===== config.mk =====
export PLATFORM = sky130hd
export DESIGN_NAME = regwrite_encoder_16x4
export DESIGN_NICKNAME = d
export VERILOG_FILES = /design/src/rtl/regwrite_encoder_16x4.sv
export SDC_FILE = /design/constraint.sdc
export NUM_CORES = 1
export LEC_CHECK = 0
export ABC_AREA = 1
export CORE_MARGIN = 2
export CORE_UTILIZATION = 48
export DETAILED_ROUTE_END_ITERATION = 7
export PLACE_DENSITY_LB_ADDON = 0.15
export SETUP_SLACK_MARGIN = 0.15
export SYNTH_ARGS = -nofsm -noshare
export SYNTH_HDL_FRONTEND = slang
export SYNTH_SLANG_ARGS = --single-unit

===== constraint.sdc =====
create_clock -name clk -period 3.7 [get_ports clk]
set_clock_uncertainty 0.15 [all_clocks]
set_input_delay 0.555 -clock clk [delete_from_list [all_inputs] [get_ports clk]]
set_output_delay 0.555 -clock clk [all_outputs]
set_load 0.1 [all_outputs]

===== src/rtl/regwrite_encoder_16x4.sv =====
// regwrite_encoder_16x4: queues 16 write-request pulses and issues them one at a time as regWrite/writeRegister.
// Define RR_ENCODER_FIXED_PRIO_EN to pin the search start at 0 (lowest pending index always wins).
module regwrite_encoder_16x4 (
   input  logic        clk,
   input  logic        reset,
   input  logic [15:0] req,
   input  logic        accept,
   output logic        regWrite,
   output logic [3:0]  writeRegister,
   output logic [15:0] pending
);
   logic [15:0] pending_q, pending_d, rot;
   logic [3:0]  ptr_q, ptr_d, idx_q, idx_d, sel, off;
   logic        valid_q, valid_d, load;
   always_comb begin
      // rotate so bit 0 of rot is the search start; lowest set bit is the winner
      rot = 16'({pending_q, pending_q} >> ptr_q);
      off = '0;
      for (int i = 15; i >= 0; i--) off = rot[i] ? 4'(i) : off;
      sel = ptr_q + off;
      load = (|pending_q) && (!valid_q || accept);
      pending_d = (pending_q & ~(load ? 16'd1 << sel : 16'd0)) | req;
      valid_d = load | (valid_q & ~accept);
      idx_d = load ? sel : idx_q;
`ifdef RR_ENCODER_FIXED_PRIO_EN
      ptr_d = 4'd0;
`else
      ptr_d = load ? sel + 4'd1 : ptr_q;
`endif
   end
   always_ff @(posedge clk or negedge reset) begin
      if (!reset) begin
         pending_q <= '0;
         ptr_q     <= '0;
         idx_q     <= '0;
         valid_q   <= 1'b0;
      end else begin
         pending_q <= pending_d;
         ptr_q     <= ptr_d;
         idx_q     <= idx_d;
         valid_q   <= valid_d;
      end
   end
   assign regWrite      = valid_q;
   assign writeRegister = idx_q;
   assign pending       = pending_q;
endmodule


# [After elaboration in Yosys (flattened, before gate mapping)]
# Cells that the tools add are included.
[word_totals] in_bits=19 regBits=25 wordCells=35
[op_classes] reduce_logical=4 bitwise_logic=6 n_mux=17 add_sub_neg=2 n_shift=2
[op_table] cell="$mux 4" n=16
[op_table] cell="$shr 32x4->16" n=1
[op_table] cell="$and 16x16->16" n=1
[op_table] cell="$mux 16" n=1
[op_table] cell="$not 16->16" n=1
[op_table] cell="$or 16x16->16" n=1
[op_table] cell="$reduce_or 16->1" n=1
[op_table] cell="$shl 1x4->16 const A" n=1
[op_table] cell="$add 4x1->4 const B" n=1
[op_table] cell="$add 4x4->4" n=1
[op_table] cell="$and 1x1->1" n=1
[op_table] cell="$logic_and 1x1->1" n=1
[op_table] cell="$logic_not 1->1" n=1
[op_table] cell="$logic_or 1x1->1" n=1
[op_table] cell="$not 1->1" n=1
[op_table] cell="$or 1x1->1" n=1

# [Depth between registers and ports, before layout]
[logic_depth] ltp_word=23 depth_mapped=33 mapped_depth_nobuf=32

# [Worst setup path before layout]
# No wires, ideal clock.
[synth_timing] path_type="register to register" startpoint="register pending_q[13] (netlist: pending[13])" endpoint="register ptr_q[3]" t_required_ns=3.418 arrival_time_ns=3.650 setup_ns=0.132 path_stages_with_launch=29 path_slack_ns=-0.232 cell_sequence="dfrtp_1 nand2_1 nand3_2 nand3_1 nand3_1 nand2_1 nand2_1 nand2_1 nand2_1 nand2_1 nand2_1 nand2_1 nand2_1 nand2_1 nand2_1 nand2_1 nand2_1 nand2_1 nand2_1 a21oi_1 ha_1 fa_1 or2_2 nand2_1 inv_1 nor3_1 nand3_1 nand3_1 o21ai_1"
[synth_between] elab_chain_len=19 elab_cells_between_ends=21
[synth_rtl] element="from (decl)" line="12" text="logic [15:0] pending_q, pending_d, rot;"
[synth_rtl] element="from (signal assigned)" line="38" text="pending_q <= pending_d;"
[synth_rtl] element="$shr 32x4->16" line="17" text="rot = 16'({pending_q, pending_q} >> ptr_q);"
[synth_rtl] element="$mux 4 (16 in series)" line="19" text="for (int i = 15; i >= 0; i--) off = rot[i] ? 4'(i) : off;"
[synth_rtl] element="$add 4x4->4" line="20" text="sel = ptr_q + off;"
[synth_rtl] element="$add 4x1->4" line="28" text="ptr_d = load ? sel + 4'd1 : ptr_q;"
[synth_rtl] element="to (signal assigned)" line="39" text="ptr_q <= ptr_d;"
[synth_rtl] element="to (decl)" line="13" text="logic [3:0] ptr_q, ptr_d, idx_q, idx_d, sel, off;"
# Several ways; a longest one is shown, not always the timed one.
# A chain may end at the register's enable or synchronous reset.

# [Worst setup path after layout]
[layout_timing] startpoint="register ptr_q[0]" endpoint="register pending_q[2] (netlist: pending[2])"
[layout_between] elab_chain_len=23
[layout_rtl] element="$shr 32x4->16" line="17"
[layout_rtl] element="$mux 4 (16 in series)" line="19"
[layout_rtl] element="$add 4x4->4 *" line="20"
[layout_rtl] element="named net sel[1]" line="13"
[layout_rtl] element="$shl 1x4->16 *" line="22" text="pending_d = (pending_q & ~(load ? 16'd1 << sel : 16'd0)) | req;"
[layout_rtl] element="$mux 16 *" line="22"
[layout_rtl] element="$not 16->16 *" line="22"
[layout_rtl] element="$and 16x16->16 *" line="22"
[layout_rtl] element="$or 16x16->16 *" line="22"
[layout_rtl] element="named net pending_d[2]" line="12"
# The timed path passes the listed nets; every way through them passes the cells marked *.

==> out/qor.txt <==
Outcome: finished, violations left
Failing checks: negative setup slack
Setup ws final: -0.0603 ns
Routed length per instance: 17.3 um
Clock Tree Buf Depth: 2
Most frequent cell after synthesis: nand2_1
Final wirelength: 7.72 mm
Wire length on met3: 483 um
Max-slew violation count: 0
Final #Nets: 423
Ranking of synthesized cells by area: dfrtp_1, nand3_1, nand2_1
Syn Nets: 362
Clk_lat worst skew: 0.27 ns
Fin crit share: 1.02
Worst path slowest cell: fa_2
DRC: 0
Synth cell types: 35
Top cell type's share of synthesized area: 0.276
CP dominant cell by count: nand2_1
First-pass detailed-route iteration total: 6
# fillers: 342
Initial antenna violation count: 0
Share of layout cells above drive strength 1: 0.340
Gr usage total: 0.274
GPL Wtd Cong: 0.923
CP arrival: 3.78 ns
Post-route cell area: 0.00331 sq mm
Post-DRT Antenna Nets: 0
# Max-Cap Violations: 0
Initial DRC count: 319
Largest family of logic cells by synthesized area: simple AND/OR/NAND/NOR gates
Compound-gate portion of the synthesized area: 0.116
M1 WL: 3.06 mm
Clock Sink Count: 25
Mapped Cells: 334
Highest Clock Rate: 266 MHz
Buffers on Ports: 39
Vias in the first global route: 2,407
Post-synth EDFFs: 0
Metal2 WL: 3.92 mm
CTS tree: yes
Commonest cells in the synthesized netlist: nand2_1, nand3_1, dfrtp_1
# setup viols final: 7
Area grow syn2layout: 46.3%
Crit Path Category: flop to flop
Largest area contributor in the netlist: dfrtp_1
ANT cells: 0
WHS Path Cells: 2
H-tree Lvls: 1
Req. time, crit path: 3.72 ns
Critical Path Max Stage Delay: 0.64 ns
Dpl cell area: 0.00279 sq mm
Initial core utilization: 0.509
Largest net degree at the start of global routing: 23
Syn. warnings: 0
Via count: 2,659
Post-synthesis sequential area ratio: 0.276
DIE AREA: 0.00528 sq mm
Chip Height: 72.7 um
Setup repair after global routing missed its margin: yes
Reg clk slew, reported paths: 0.09 ns
Xor/xnor cell area share of the yosys netlist: 0.00387
Floorplan row count: 24
Via density: 5.96
Final hold violations: 0
Num ports: 40
Mux cell area share after synthesis: 0
R2r worst-path depth: 28
Synth Register Bits: 25
Startpoint types: flop
Clock Tree Root: clkbuf_8
Adder-Cell Fraction of Synth Area: 0.0531
GRT overflow: 0
Core ar.: 0.00444 sq mm
Area share of and/or/nand/nor cells after synthesis: 0.464
Post-Syn Area: 0.00226 sq mm
First-pass GRT wire length: 11.5 mm
Top layer in use: met4
CTS Buf Count: 3
Slew @ Worst Pin: 0.977 ns
Dpl hpwl: 5.10 mm
Largest fanout on the critical path: 7
Avg Cell Area, Syn: 6.78 sq um
Synth Flop Type: dfrtp_1
Async SR Flop Fraction: 1.00
Slew headroom: 0.346
Crit path time final: 3.76 ns
CP endpoint kind: flop
Type of the most critical hold path: flop to flop
WHS: 0.341 ns
Die width: 72.7 um
## worst max-delay path, delay by kind of cell, from the launching register on
family / cells / cell delay [ns]
simple gates: 21 / 1.51
fa+ha+maj: 3 / 0.97
flops: 1 / 0.45
buf+inv: 2 / 0.29
compound gates: 2 / 0.28
## path summary, 6_finish.rpt
kind                             startpoint                to  slack [ns]
max in group asynchronous             reset       pending[11]        2.06
setup / recovery                   ptr_q[0]        pending[2]       -0.06
hold / removal             writeRegister[3]  writeRegister[3]        0.34
hold reg to reg            writeRegister[3]  writeRegister[3]        0.34
setup reg to reg                   ptr_q[0]        pending[2]       -0.06
min in group asynchronous             reset        pending[7]        0.65
## per-stage QoR
step,utilization,worst slack (ns),instances,setup TNS (ns)
finish,0.745,-0.0603,446,-0.221
global route,0.745,-0.316,446,-5.15
CTS,0.656,0.101,432,0
detailed placement,0.627,-0.0328,425,-0.0559
global placement,0.627,0.0464,425,0
floorplan,-,0.154,334,0
## cells by family (layout without fill, tap and decap cells)
| group | count (synthesis) | after routing |
|---|---|---|
| AO/OA/AOI/OAI | 42 | 42 |
| XOR/XNOR | 1 | 1 |
| adder cells (fa/ha/maj) | 9 | 9 |
| buffers and inverters | 40 | 98 |
| flip-flops | 25 | 25 |
| AND/OR/NAND/NOR | 217 | 219 |
## registers in the layout, indices dropped and copies added, names as in the netlist
name           cells
regWrite           1
pending           16
ptr_q              4
writeRegister      4
## cell type report
cell class              count  area [sq um]  area share
flip-flops and latches     25           672       0.203
inverters                  26           118      0.0355
clock inverters             1          5.00     0.00151
repair inverters            1          7.51     0.00227
multi-input cells         271          1770       0.533
clock buffers               3          41.3      0.0125
well taps                  52          65.1      0.0197
repair buffers             67           637       0.192
## timing repair
item,4_1_cts,5_1_grt
hold buffers,0,0
resized for setup,24,64
hold endpoints to repair,0,0
setup buffers,2,11
setup endpoints to repair,19,21
cloned,1,3
pin swaps,1,33
## layer usage
layer,vias up,track usage
met1,1233,0.365
met3,27,0.0193
met4,0,0.0720
met2,146,0.483
met5,-,0
li1,1253,-
## cell usage in the layout, fill, tap and decap left out, drive strengths merged
master           n
o21bai           3
nor3             2
and2             1
nor4             4
clkdlybuf4s50   39
clkbuf           3
nand2          102
a21oi            4
nand4            9
ha               8
a21o            15
dfrtp           25
xor2             1
nand3           80
clkinv           3
or2              1
fa               1
inv             24
clkinvlp         1
nand3b           2
o21ai           19
nor2            18
buf             28
a21boi           1
Power is not shown: default switching activity piles up to over one toggle a cycle in this logic, so the estimate is an artifact.
